[src/rtl/_rr_reg_arbiter_pkg.sv]
// Shared constants for the register-bank write arbiter: FSM state encoding
// and default bank geometry.
package _rr_reg_arbiter_pkg;

    localparam logic [1:0] ST_IDLE  = 2'd0;
    localparam logic [1:0] ST_GRANT = 2'd1;
    localparam logic [1:0] ST_ACK   = 2'd2;

    typedef enum logic [1:0] {
        IDLE  = ST_IDLE,
        GRANT = ST_GRANT,
        ACK   = ST_ACK
    } state_t;

    localparam int DEF_N_REQ  = 4;
    localparam int DEF_DATA_W = 8;
    localparam int DEF_ADDR_W = 3;

endpackage

[src/rtl/_rr_reg_arbiter_register_r_sync.sv]
// One bank entry: WIDTH-bit register with synchronous active-high reset
// and write enable.
module _register_r_sync #(
    parameter int WIDTH = 8
) (
    input  logic             clk,
    input  logic             reset,
    input  logic             we,
    input  logic [WIDTH-1:0] d,
    output logic [WIDTH-1:0] q
);

    logic [WIDTH-1:0] q_reg;

    always_ff @(posedge clk) begin
        if (reset) begin
            q_reg <= '0;
        end else if (we) begin
            q_reg <= d;
        end
    end

    assign q = q_reg;

endmodule

[src/rtl/_rr_reg_arbiter.sv]
// N_REQ-way write arbiter owning a register bank with a combinational read port.
// Define ROUND_ROBIN_EN for rotating priority; otherwise lowest index wins.
module _rr_reg_arbiter
    import _rr_reg_arbiter_pkg::*;
#(
    parameter int N_REQ  = DEF_N_REQ,
    parameter int DATA_W = DEF_DATA_W,
    parameter int ADDR_W = DEF_ADDR_W
) (
    input  logic                     clk,
    input  logic                     reset,
    input  logic [N_REQ-1:0]         req,
    input  logic [N_REQ*ADDR_W-1:0]  wr_addr,
    input  logic [N_REQ*DATA_W-1:0]  wr_data,
    output logic [N_REQ-1:0]         gnt,
    output logic [N_REQ-1:0]         ack,
    input  logic [ADDR_W-1:0]        rd_addr,
    output logic [DATA_W-1:0]        rd_data
);

    localparam int PTR_W = (N_REQ > 1) ? $clog2(N_REQ) : 1;
    localparam int DEPTH = 1 << ADDR_W;

    state_t             state_reg, state_next;
    logic [N_REQ-1:0]   gnt_reg, gnt_next;
    logic [N_REQ-1:0]   ack_reg, ack_next;
    logic [PTR_W-1:0]   owner_reg, owner_next;
    logic [PTR_W-1:0]   win_idx;
    logic               commit;
    logic [ADDR_W-1:0]  bank_addr;
    logic [DATA_W-1:0]  bank_din;
    logic [DATA_W-1:0]  bank_q [DEPTH];

    // The write lands on the GRANT->ACK edge only if the owner still requests.
    assign commit    = (state_reg == GRANT) && req[owner_reg];
    assign bank_addr = wr_addr[owner_reg*ADDR_W +: ADDR_W];
    assign bank_din  = wr_data[owner_reg*DATA_W +: DATA_W];

`ifdef ROUND_ROBIN_EN
    localparam int PW1 = PTR_W + 1;
    localparam logic [PTR_W:0] N_REQ_X = PW1'(N_REQ);

    logic [PTR_W-1:0] ptr_reg, ptr_next;
    logic [PTR_W:0]   cand;

    // Scan from the far end back toward the pointer so the closest requester wins.
    always_comb begin
        win_idx = '0;
        cand    = '0;
        for (int k = N_REQ - 1; k >= 0; k--) begin
            cand = {1'b0, ptr_reg} + PW1'(k);
            if (cand >= N_REQ_X) begin
                cand = cand - N_REQ_X;
            end
            if (req[cand[PTR_W-1:0]]) begin
                win_idx = cand[PTR_W-1:0];
            end
        end
    end

    always_comb begin
        ptr_next = ptr_reg;
        if (commit) begin
            ptr_next = (owner_reg == PTR_W'(N_REQ - 1)) ? '0 : owner_reg + 1'b1;
        end
    end

    always_ff @(posedge clk) begin
        if (reset) begin
            ptr_reg <= '0;
        end else begin
            ptr_reg <= ptr_next;
        end
    end
`else
    always_comb begin
        win_idx = '0;
        for (int k = N_REQ - 1; k >= 0; k--) begin
            if (req[k]) begin
                win_idx = PTR_W'(k);
            end
        end
    end
`endif

    always_comb begin
        state_next = state_reg;
        gnt_next   = '0;
        ack_next   = '0;
        owner_next = owner_reg;
        case (state_reg)
            IDLE: begin
                if (|req) begin
                    owner_next = win_idx;
                    gnt_next   = N_REQ'(1) << win_idx;
                    state_next = GRANT;
                end
            end
            GRANT: begin
                if (commit) begin
                    ack_next   = N_REQ'(1) << owner_reg;
                    state_next = ACK;
                end else begin
                    state_next = IDLE;
                end
            end
            ACK:     state_next = IDLE;
            default: state_next = IDLE;
        endcase
    end

    always_ff @(posedge clk) begin
        if (reset) begin
            state_reg <= IDLE;
            gnt_reg   <= '0;
            ack_reg   <= '0;
            owner_reg <= '0;
        end else begin
            state_reg <= state_next;
            gnt_reg   <= gnt_next;
            ack_reg   <= ack_next;
            owner_reg <= owner_next;
        end
    end

    for (genvar gi = 0; gi < DEPTH; gi++) begin : g_bank
        _register_r_sync #(
            .WIDTH(DATA_W)
        ) u_entry (
            .clk   (clk),
            .reset (reset),
            .we    (commit && (bank_addr == ADDR_W'(gi))),
            .d     (bank_din),
            .q     (bank_q[gi])
        );
    end

    assign gnt     = gnt_reg;
    assign ack     = ack_reg;
    assign rd_data = bank_q[rd_addr];

endmodule

[config.mk]
export PLATFORM = sky130hd
export DESIGN_NAME = _rr_reg_arbiter
export DESIGN_NICKNAME = d
export VERILOG_FILES = /design/src/rtl/_rr_reg_arbiter_pkg.sv /design/src/rtl/_rr_reg_arbiter_register_r_sync.sv /design/src/rtl/_rr_reg_arbiter.sv
export SDC_FILE = /design/constraint.sdc
export NUM_CORES = 1
export LEC_CHECK = 0
export CAP_MARGIN = 5
export CORE_UTILIZATION = 40
export CTS_BUF_LIST = sky130_fd_sc_hd__clkbuf_4 sky130_fd_sc_hd__clkbuf_8 sky130_fd_sc_hd__clkbuf_16
export CTS_CLUSTER_DIAMETER = 50
export DETAILED_ROUTE_END_ITERATION = 16
export PLACE_DENSITY = 0.65
export SYNTH_ARGS = -nofsm -noshare
export SYNTH_HDL_FRONTEND = slang
export SYNTH_SLANG_ARGS = --single-unit
export TNS_END_PERCENT = 1
[constraint.sdc]
create_clock -name clk -period 2.6 [get_ports clk]
set_input_delay 0.52 -clock clk [delete_from_list [all_inputs] [get_ports clk]]
set_output_delay 0.52 -clock clk [all_outputs]
set_load 0.01 [all_outputs]
# Word-level counts from Yosys, hierarchy flattened
# Cells that the tools add are included.
# word_totals
register_bits	76
in_bits	53
output_inout_bits	16
elab_cells	60
# classes
mul	1
magnitude_cmp	2
eq_ne	9
shift	4
n_mux	12
bitwise	5
reduce_logical	15
# op_table
operator	n
$shiftx 32x6->8	1
$bmux 8 s3	1
$mux 8	2
$eq 3x3->1 const B	4
$mux 2	6
$shiftx 12x5->3	1
$logic_and 1x1->1	9
$shl 1x2->4 const A	2
$eq 3x2->1 const B	2
$reduce_or 3->1	2
$ge 4x4->1 const B	1
$mul 2x2->4 const B	1
$not 1->1	4
$not 3->4	1
$pmux 2 s2	1
$reduce_or 4->1	1
$eq 3x1->1 const B	1
$logic_not 3->1	1
$lt 2x3->1 const B	1
$bmux 1 s2	1
$eq 2x1->1 const B	1
$logic_not 2->1	1
$ne 2x2->1 const B	1
$reduce_and 2->1	1
$mux 1	1

# Longest topological paths before layout
# depth
depth_word	5
ltp_mapped	6
mapped_depth_nobuf	4

# Cells and area by module
# Synthesis repeated with hierarchy kept, for this count alone.
# hier_totals
cells_unflattened	314
hier_area_um2	3616.0
# by_module_without_submodules
mod	instances	cells_each	area_per_inst_um2	seq_area_each_um2
_register_r_sync	8	26	285.3	160.2
_rr_reg_arbiter	1	106	1333.8	240.2

# Least setup slack after synthesis
# OpenSTA, ideal clock, no wires.
# synth_timing
path_kind	input -> output
startpoint	in rd_addr[0]
endpoint	out rd_data[0]
arrival_ps	2012
required_time_ps	2080
setup_slack_ps	68
cell_stages	4
path_buffers	2
cell_sequence	buf_2 > buf_1 > mux4_2 > mux2_2
# synth_via
elab_chain_len	4
# synth_lines
item	line_no	rtl
from (decl)	_rr_reg_arbiter.sv:17	input logic [ADDR_W-1:0] rd_addr,
$not 3->4 (not written as such)	_rr_reg_arbiter.sv:140	assign rd_data = bank_q[rd_addr];
$bmux 8 s3	_rr_reg_arbiter.sv:140	
$mux 8 (not written as such) (2 in series)	_rr_reg_arbiter.sv:140	
to (decl)	_rr_reg_arbiter.sv:18	output logic [DATA_W-1:0] rd_data
# No other way between the ends. The select of a mux whose other input is x is not followed.

# Worst setup path in the final report
# layout_timing
startpoint	in rd_addr[0]
endpoint	out rd_data[4]
# The elaborated chain is that of the path after synthesis.

==> flow_results.org <==
** Floorplan
- Core outline area :: a little over 9000 um2
- Total Die Area :: 9940 um2
- From bottom edge to top edge, the die measures 99.7 um.
- Initial standard-cell utilization of the core :: roughly 41%
- After floorplanning, the core was divided into 35 placement rows.
- From left edge to right edge, the die measures ~100 um.
- between 60 and 70 I/O pins were placed.

** Layout
- Share of cells above drive strength 1 :: around a fifth
- Fin nets :: between 400 and 500
- P&R area growth vs syn :: 28.3%
- The register with the most flip-flops in the layout has 64 of them.
- At the end of the flow the core is filled with cells to a little over half.
- Diode count :: 0

** Place
- Port buffering added ~70 buffers.
- OpenSTA, run right after detailed placement, puts the worst setup slack at -0.406 ns.
- Post-detail-place hpwl :: about 5800 um
- The congestion estimate from routability-driven global placement came to approximately 0.77.

** Clocking
- CTS placed an instance of sky130_fd_sc_hd__clkbuf_8 at the clock tree root.
- H-tree levels :: 3
- The clock drives 76 sinks.
- Later-pin clock latency in the skew report :: ~0.34 ns
- Number of buffers created by CTS :: 9
- The clock passes through at most 2 buffers.
- Number of buffers inserted for hold repair after clock tree synthesis :: 0
- Clock-pin slew on the worst setup and hold paths :: ~0.080 ns
- TritonCTS built the clock tree.

** Critical path
- Traced cell by cell, the critical path runs through clkdlybuf4s15_2 -> buf_12 -> mux4_2 -> mux2_2 -> dlygate4sd2_1.
- Along the worst path, the maximum fanout reaches 7.
- Required time reported for the critical path endpoint :: roughly 2.1 ns
- Delay contributed by the slowest stage of the critical path :: approximately 0.48 ns
- Type of the setup path with the least slack :: input port to primary output
- For the worst setup path, the data arrival time is 2.00 ns.
- STA classifies the critical path endpoint as a primary output.
- Critical path's slowest cell :: sky130_fd_sc_hd__mux4_2
- Startpoint class of the critical path :: input port

** Run status
- Result of the run :: completed

** Yosys
- Synthesized net count :: approximately 370
- Mapped Avg Cell Area :: ~12 um2
- Of the synthesized area, sequential elements account for between 30% and 40%.
- Netlist area before placement :: about 3800 um2
- In the synthesized netlist the async set-or-reset flop fraction comes to 0%.
- Number of distinct library cells after synthesis :: 25
- Top flip-flop cell by instance count after synthesis :: sky130_fd_sc_hd__dfxtp_1
- Counting flops with a built-in enable in the synthesized netlist gives 0.
- Synthesis handed over a netlist of about 320 instances.
- In this run, synthesis produced a sequential element count of 76.
- Yosys printed 0 warnings.

** Route
- The first routing iteration left 62 violations.
- Post-DRT Antenna Nets :: 0
- Using the TritonRoute via totals, the vias-per-cell ratio works out to 5.05.
- Residual DRC :: 0
- Post-Route WL :: 8490 um
- The final route contains 2608 vias.
- Wirelength per Cell :: roughly 16 um
- The first detailed-routing pass took 4 iterations.

** STA
- Final Critical Period :: ~2.5 ns
- Max-slew headroom at the worst pin :: roughly 61%
- Unrepaired setup endpoints after global routing :: false
- Setup violations remaining at the end of the flow were counted as 0.
- Final slew viol count :: 0
- Max Fclk :: between 300 and 400 MHz
- At the pin with the least slew margin, the transition time is ~0.57 ns.
- In the final timing run, aggregate negative setup slack is 0 ns.
- Dividing the final minimum period by the clock period gives between 90% and 100%.
- The worst path meets setup with 0.0756 ns of slack.
- Clock Skew :: 0.00914 ns
- The count of final hold-check violations came to 0.

** Job
- Count of max-cap constraint violations :: 0

** GRT
- GRT Overall Usage :: 18.7%
- Via count of the first global-routing pass :: between 2000 and 3000
- The number of antenna violations at the first check in global routing came to 0.
- Global routing finished with a remaining overflow of 0.
- The first global-routing pass estimated 14200 um of wire.
- Entering global routing, the biggest net connects 55 pins.

** Min path
- The tightest min-delay check is of the flip-flop to flip-flop type.

** Power
- Power density of the placed cells :: 502 nW/um2
- IR analysis of the VDD net gives a maximum drop of between 200 and 300 uV.
- The analysis attributes to cell leakage a power of around 2.2 nW.
## critical path, delay by kind of cell
kind                   cells  cell delay, ns
buffers and inverters      3            0.71
multiplexers               2            0.77
## synth_stat cells (2+ instances only)
master                     count  area [um2]
sky130_fd_sc_hd__nor4b_1       2        17.5
sky130_fd_sc_hd__dfxtp_1      76        1520
sky130_fd_sc_hd__buf_1        11        41.3
sky130_fd_sc_hd__nor2b_1       2        12.5
sky130_fd_sc_hd__nor4_1        3        18.8
sky130_fd_sc_hd__nor2_1        6        22.5
sky130_fd_sc_hd__nand2b_1     74         463
sky130_fd_sc_hd__mux2i_1      70         701
sky130_fd_sc_hd__nor3_1        2        10.0
sky130_fd_sc_hd__inv_1         2        7.51
sky130_fd_sc_hd__mux2_2        9         101
sky130_fd_sc_hd__nand3_4       8         140
sky130_fd_sc_hd__clkbuf_1     10        37.5
sky130_fd_sc_hd__mux4_2       26         586
sky130_fd_sc_hd__buf_6         4        45.0
## cell families after synthesis
group | after synthesis | synth area share [%]
flip-flops | 76 | 39.9
AO/OA/AOI/OAI | 3 | 0.885
buffers and inverters | 28 | 3.57
multiplexers | 106 | 36.7
AND/OR/NAND/NOR | 102 | 19.0
## through the flow
step / instance area (um2) / total power [mW] / std cells / hold WS, ns
finish: 4900 / 2.46 / 516 / 0.478
global placement: 4640 / 1.59 / 496 / 0.461
detailed placement: 4640 / 1.59 / 496 / 0.465
CTS: 4900 / 2.48 / 516 / 0.481
floorplan: 3820 / 1.45 / 315 / 0.449
global route: 4900 / 2.56 / 516 / 0.494
## where the power goes
group          total (mW)  leakage (nW)  internal, mW  switching, mW
Combinational       0.373          1.44         0.211          0.163
Clock               0.886        0.0979         0.459          0.427
Sequential           1.20         0.614          1.19         0.0149
Total                2.46          2.15          1.86          0.604
## timing repair
action | CTS | global route
hold endpoints to repair | 0 | 0
gates cloned | 2 | 0
setup buffers | 3 | 0
gates resized for setup | 14 | 1
endpoints found under the setup margin | 8 | 3
## path summary, 6_finish.rpt
path                               start  depth (start not counted)  slack, ns                      to
setup reg to reg            owner_reg[0]                          4       0.65  g_bank[4].u_entry.q[2]
setup / recovery              rd_addr[0]                          5       0.08              rd_data[4]
hold reg to reg   g_bank[7].u_entry.q[0]                          2       0.48  g_bank[7].u_entry.q[0]
hold / removal    g_bank[7].u_entry.q[0]                          2       0.48  g_bank[7].u_entry.q[0]
## area by class of cell
class,count,area (um2)
fillers,844,4340
flip-flops and latches,76,1520
repair buffers,83,857
multi-input cells,211,2160
inverters,2,7.51
clock buffers,10,138
clock inverters,5,52.6
well taps,129,161
## routing by layer
metal  track usage, %  routed length, um
met5                0                  0
met4             7.24                141
met3             3.58                395
met2             29.5               3900
met1             25.2               4060
## layout by cell type (no fill, tap or decap), types with 2 or more instances in the layout
cell type / count
sky130_fd_sc_hd__buf_12: 3
sky130_fd_sc_hd__buf_4: 10
sky130_fd_sc_hd__clkbuf_8: 10
sky130_fd_sc_hd__clkdlybuf4s50_1: 57
sky130_fd_sc_hd__clkinv_2: 3
sky130_fd_sc_hd__dfxtp_1: 76
sky130_fd_sc_hd__dlygate4sd2_1: 8
sky130_fd_sc_hd__inv_1: 2
sky130_fd_sc_hd__mux2_2: 9
sky130_fd_sc_hd__mux2i_1: 70
sky130_fd_sc_hd__mux4_2: 26
sky130_fd_sc_hd__nand2b_1: 74
sky130_fd_sc_hd__nand3_4: 8
sky130_fd_sc_hd__nor2_1: 6
sky130_fd_sc_hd__nor2b_1: 2
sky130_fd_sc_hd__nor3_1: 2
sky130_fd_sc_hd__nor4_1: 3
sky130_fd_sc_hd__nor4b_1: 2
Note: power is estimated with default switching activity, not from simulation.
